==> src/rtl/dmac_host_driver.sv <==
// dmac_host_driver
//   Register-bus host that runs one DMA transfer per accepted command:
//   writes the source address, sets the start bit, polls status every
//   POLL_GAP idle cycles, then reads the end address. A run that does not
//   complete within TIMEOUT_CYCLES is aborted by clearing the start bit.
// Ports
//   iClk, iRstn              clock, asynchronous active-low reset
//   iCmdValid/oCmdReady      command handshake, iCmdSrcAddr = source address
//   o*_Control / iData_Control  register bus (one strobe per access, read
//                            data valid the cycle after the read strobe)
//   oBusy                    run in progress
//   oDone / oTimeout         one-cycle completion / abort pulses
//   oTagFail / oEndAddr      results captured from the final status/end reads
module dmac_host_driver #(
  parameter int unsigned POLL_GAP       = 8,
  parameter int unsigned TIMEOUT_CYCLES = 65535
) (
  input  logic        iClk,
  input  logic        iRstn,
  input  logic        iCmdValid,
  output logic        oCmdReady,
  input  logic [31:0] iCmdSrcAddr,
  output logic        oChipSelect_Control,
  output logic        oWrite_Control,
  output logic        oRead_Control,
  output logic [1:0]  oAddress_Control,
  output logic [31:0] oData_Control,
  input  logic [31:0] iData_Control,
  output logic        oBusy,
  output logic        oDone,
  output logic        oTimeout,
  output logic [15:0] oTagFail,
  output logic [31:0] oEndAddr
);

  typedef enum logic [3:0] {
    IDLE, WR_ADDR, WR_START, GAP, RD_STAT, CAP_STAT, RD_END, CAP_END, ABORT, FINISH
  } state_t;

  localparam logic [7:0]  GAP_LAST  = 8'(POLL_GAP - 1);
  localparam logic [19:0] TMO_LIMIT = 20'(TIMEOUT_CYCLES);

  state_t      state, next_state;
  logic [7:0]  gap_cnt;
  logic [19:0] tmo_cnt;
  logic        timed_out;
  logic        stat_done;

  logic        wr_d, rd_d, done_d, tmo_d;
  logic [1:0]  addr_d;
  logic [31:0] data_d;

  assign timed_out = (tmo_cnt >= TMO_LIMIT);
  // done with start already cleared; done+start is a stale previous-run status
  assign stat_done = iData_Control[0] & ~iData_Control[1];

  assign oCmdReady = (state == IDLE);
  assign oBusy     = (state != IDLE);

  // State register, counters, registered bus/result outputs
  always_ff @(posedge iClk or negedge iRstn) begin
    if (!iRstn) begin
      state               <= IDLE;
      gap_cnt             <= '0;
      tmo_cnt             <= '0;
      oChipSelect_Control <= 1'b0;
      oWrite_Control      <= 1'b0;
      oRead_Control       <= 1'b0;
      oAddress_Control    <= '0;
      oData_Control       <= '0;
      oDone               <= 1'b0;
      oTimeout            <= 1'b0;
      oTagFail            <= '0;
      oEndAddr            <= '0;
    end else begin
      state               <= next_state;
      oChipSelect_Control <= wr_d | rd_d;
      oWrite_Control      <= wr_d;
      oRead_Control       <= rd_d;
      oAddress_Control    <= addr_d;
      oData_Control       <= data_d;
      oDone               <= done_d;
      oTimeout            <= tmo_d;

      if (state == GAP) gap_cnt <= gap_cnt + 8'd1;
      else              gap_cnt <= '0;

      if (state == WR_START)
        tmo_cnt <= '0;
      else if ((state == GAP || state == RD_STAT || state == CAP_STAT) && tmo_cnt != '1)
        tmo_cnt <= tmo_cnt + 20'd1;

      if (state == CAP_STAT && !timed_out && stat_done)
        oTagFail <= iData_Control[31:16];
      if (state == CAP_END)
        oEndAddr <= iData_Control;
    end
  end

  // Next-state logic
  always_comb begin
    next_state = state;
    unique case (state)
      IDLE:     if (iCmdValid) next_state = WR_ADDR;
      WR_ADDR:  next_state = WR_START;
      WR_START: next_state = GAP;
      GAP: begin
        if (timed_out)                next_state = ABORT;
        else if (gap_cnt == GAP_LAST) next_state = RD_STAT;
      end
      // an issued read is always captured before a timeout can abort
      RD_STAT:  next_state = CAP_STAT;
      CAP_STAT: begin
        if (timed_out)      next_state = ABORT;
        else if (stat_done) next_state = RD_END;
        else                next_state = GAP;
      end
      RD_END:   next_state = CAP_END;
      CAP_END:  next_state = FINISH;
      FINISH:   next_state = IDLE;
      ABORT:    next_state = IDLE;
      default:  next_state = IDLE;
    endcase
  end

  // Output logic: decoded from next_state so the strobes come straight from flops
  always_comb begin
    wr_d   = 1'b0;
    rd_d   = 1'b0;
    addr_d = oAddress_Control;
    data_d = oData_Control;
    done_d = (next_state == FINISH);
    tmo_d  = (next_state == ABORT);
    unique case (next_state)
      // WR_ADDR is only entered on accept, so the data register latches the command address
      WR_ADDR:  begin wr_d = 1'b1; addr_d = 2'd0; data_d = iCmdSrcAddr; end
      WR_START: begin wr_d = 1'b1; addr_d = 2'd1; data_d = 32'h1; end
      ABORT:    begin wr_d = 1'b1; addr_d = 2'd1; data_d = '0; end
      RD_STAT:  begin rd_d = 1'b1; addr_d = 2'd2; end
      RD_END:   begin rd_d = 1'b1; addr_d = 2'd3; end
      default:  ;
    endcase
  end

endmodule

==> config.mk <==
export PLATFORM = sky130hd
export DESIGN_NAME = dmac_host_driver
export DESIGN_NICKNAME = d
export VERILOG_FILES = /design/src/rtl/dmac_host_driver.sv
export SDC_FILE = /design/constraint.sdc
export NUM_CORES = 1
export LEC_CHECK = 0
export CAP_MARGIN = 20
export CORE_AREA = 2 2 109 111
export CTS_BUF_LIST = sky130_fd_sc_hd__clkbuf_8 sky130_fd_sc_hd__clkbuf_16
export DETAILED_ROUTE_END_ITERATION = 12
export DIE_AREA = 0 0 111 113
export MAX_ROUTING_LAYER = met4
export PLACE_DENSITY = 0.8
export SYNTH_ARGS = -nofsm -noshare
export SYNTH_HDL_FRONTEND = slang
export SYNTH_SLANG_ARGS = --single-unit
export TNS_END_PERCENT = 100
==> constraint.sdc <==
create_clock -name iClk -period 2.38 [get_ports iClk]
set_input_delay 0.476 -clock iClk [delete_from_list [all_inputs] [get_ports iClk]]
set_output_delay 0.476 -clock iClk [all_outputs]
set_load 0.01 [all_outputs]
==> metrics.md <==
| Metric | Value |
|---|---|
| Outcome | finished clean |
| Placement Setup Slack | 0.1161 ns |
| CP endpoint kind | output pin |
| WS Path Type | reg -> out |
| CTS root buf | clkbuf_16 |
| PwrDens | 1150 nW/um^2 |
| Dominant synthesized flop cell | dfrtp_1 |
| Final setup vio count | 0 |
| Vias in the first global route | around 4,700 |
| Routed Antenna Nets | 0 |
| Area leader, netlist | dfrtp_1 |
| Total internal power | 6.221 mW |
| Worst setup margin | 0.08329 ns |
| DRC errors left | 0 |
| TritonCTS clock tree | yes |
| Syn Nets | 587 |
| Critical Path Start Type | flip-flop |
| CTS H-tree depth | 4 |
| Share of layout cells above drive strength 1 | 17.55% |
| Fmax | 435.4 MHz |
| Endpoints failing hold | 0 |
| Power consumption | approximately 9.0 mW |
| Comb power frac | 35.0% |
| RSZ-0062 raised after global routing | false |
| Fin crit period | 2.297 ns |
| Fin nets | 759 |
| PortBufs | 155 |
| R2R Setup Slk | 0.17 ns |
| Initial antenna violation count | 0 |
| Slew @ Worst Pin | 0.5633 ns |
| Synth top area cells | dfrtp_1 56%, nand2_1 12%, a21oi_2 5.1% |
| Overall global routing resource usage | 24.41% |
| Seq pwr share | 33.8% |
| Initial DRC Count | 391 |
| Hold WS | 0.04308 ns |
| # diodes | 0 |
| Via count | 4,562 |
| CTS max path bufs | 2 |
| Post-Syn Area | 5361 sq um |
| Die area | approximately 13,000 sq um |
| Post-synthesis sequential area ratio | between 50 and 60% |
| Routability congestion estimate | 0.8793 |
| Chip Width | about 110 um |
| Clk pwr share | 31.2% |
| Net load switching power | 2.777 mW |
| Detailed Routing Iterations Pass 1 | 5 |
| Syn Area/Cell | 10.35 sq um |
| Crit Path Max Fanout | 2 |
| First-pass GRT wire length | 23,470 um |
| Number of fillers in the final layout | 789 |
| Die Ht | 113 um |
| I/O Pins | between 150 and 200 |
| Row Count | 39 |
| TNS Setup | 0 ns |
| Post-DR wirelength/cell | 17.14 um |
| Arr. time, crit path | roughly 1.8 ns |
| Yosys cell types | 59 |
| Sink Count | between 100 and 150 |
| Slew Viols, Final | 0 |
| Starting Density | 47.56% |
| Top-area cell type share of the netlist area | 55.54% |
| Lkg Pwr | 3.464 nW |
| Clock transition at path regs | 0.05 ns |
| Worst Clk Skew | 0.009412 ns |
| MaxCap Viol Count | 0 |
| # hold bufs at CTS | 0 |
| Slew margin rel. | 61.47% |
| Number of synthesized flops with an enable pin | 0 |
| Largest net degree at the start of global routing | 42 |
| Remaining Overflow, GRT | 0 |
| Worst VDD drop | 721.1 uV |
| Area grow syn2layout | 45.97% |
| WP data required | ~1.9 ns |
| Net Sw Frac | around 31% |
| Core footprint | 11,270 sq um |
| Dpl hpwl | 9676 um |
| Clock Latency Late Sink | 0.42 ns |
| Yosys warns | 0 |
| Asr flop ratio synth | 100.0% |
| FF+latch count, synth | 119 |
| Hold/Removal Path Class | in -> async |
| WL final | 14,460 um |
| CTS Buf Count | 17 |
| Tcrit/Tclk final | between 90% and 100% |
| DR vias/cell | around 5.4 |
| Post-Syn Instances | 518 |
-- final cells by class --
cell class	instances	area [sq um]	share of cell area, %
Inverter	11	41.29	0.5276
Sequential cell	119	2982	38.10
Timing Repair Buffer	180	1807	23.09
Multi-Input combinational cell	361	2175	27.79
Tap cell	143	178.9	2.286
Clock inverter	10	176.4	2.254
Clock buffer	20	466.7	5.963
-- kinds of logic (layout without fill, tap and decap cells) --
| kind of cell | Yosys count | in the layout | synth area share (%) |
|---|---|---|---|
| AO/OA/AOI/OAI | 72 | 72 | 11.39 |
| XOR/XNOR | 12 | 12 | 1.960 |
| adder cells (fa/ha/maj) | 2 | 2 | 0.4667 |
| buffers and inverters | 38 | 221 | 4.201 |
| flip-flops | 119 | 119 | 55.54 |
| multiplexers | 19 | 19 | 4.621 |
| AND/OR/NAND/NOR | 256 | 256 | 21.82 |
-- critical path, cell delays in order (launching register included) --
cell and delay (ns):
dfrtp_2 0.42, nor4_4 0.31, buf_4 0.17, inv_1 0.03
clkdlybuf4s50_1 0.47
-- power by group through the flow --
stage / registers, mW / logic, mW / clock network (mW)
2_1_floorplan: 3.27 / 1.21 / 0
3_3_place_gp: 3.02 / 2.96 / 0
3_5_place_dp: 3.06 / 3.05 / 0
4_1_cts: 3.03 / 3.11 / 2.84
5_1_grt: 3.11 / 3.38 / 2.94
6_report: 3.04 / 3.15 / 2.81
-- state kept, by name, summed over array words and instances (netlist names) --
register and cells:
oData_Control 32, oEndAddr 32, tmo_cnt 20, oTagFail 16, gap_cnt 8, state 4, oAddress_Control 2, oChipSelect_Control 1
oDone 1, oRead_Control 1, oTimeout 1, oWrite_Control 1
-- cells in the mapped netlist (4+ instances only) --
cell type	instances
or3_1	6
nand4_1	5
dfrtp_1	119
nor2_1	18
mux2_2	6
mux2_4	10
nand2_1	173
and3_1	4
o211ai_1	8
o31ai_1	6
xor2_1	10
buf_2	6
a21oi_2	31
inv_1	11
nand3_1	12
clkbuf_1	12
nand2b_1	5
nor3_1	7
-- layout by cell type, fill, tap and decap left out, drive strengths merged, types with 7 or more instances in the layout --
cell type        n
a21oi           34
buf             25
clkbuf          21
clkdlybuf4s50  153
dfrtp          119
inv             14
mux2            16
nand2          174
nand3           12
nor2            20
nor3             7
o211ai           9
o21ai            7
xor2            10
-- per-layer routing --
layer / vias up / global-route usage [%] / share of wire (%) / wire length [um]
met1: 2238 / 27.95 / 40 / 5754
li1: 2093 / - / - / -
met3: 47 / 6.213 / 5.7 / 819
met5: - / - / 0 / 0
met4: 0 / 12.08 / 4.1 / 590
met2: 184 / 40.29 / 50 / 7299
-- path summary, 6_finish.rpt --
| path | depth (start not counted) | to | from |
|---|---|---|---|
| hold reg to reg | 1 | gap_cnt[0] | gap_cnt[0] |
| min in group iClk | 1 | gap_cnt[0] | gap_cnt[0] |
| hold / removal | 1 | oTagFail[11] | iRstn |
| setup reg to reg | 7 | oAddress_Control[1] | tmo_cnt[0] |
| setup / recovery | 4 | oBusy | state[1] |
| max in group asynchronous | 2 | oData_Control[23] | iRstn |
-- per-stage QoR --
stage                     instance area [sq um]  instances  util (%)
after global routing                       7826        844     69.43
final                                      7826        844     69.43
after global placement                     7114        810     63.11
after detailed placement                   7114        810     63.11
after CTS                                  7782        841     69.04
after floorplan                            5361        518         -
-- repair_timing --
| action | CTS | global route |
|---|---|---|
| cloned | 0 | 1 |
| setup buffers | 1 | 2 |
| endpoints found under the setup margin | 2 | 5 |
| pin swaps | 0 | 2 |
| gates resized for setup | 4 | 2 |
Note: power is estimated with default switching activity, not from simulation.
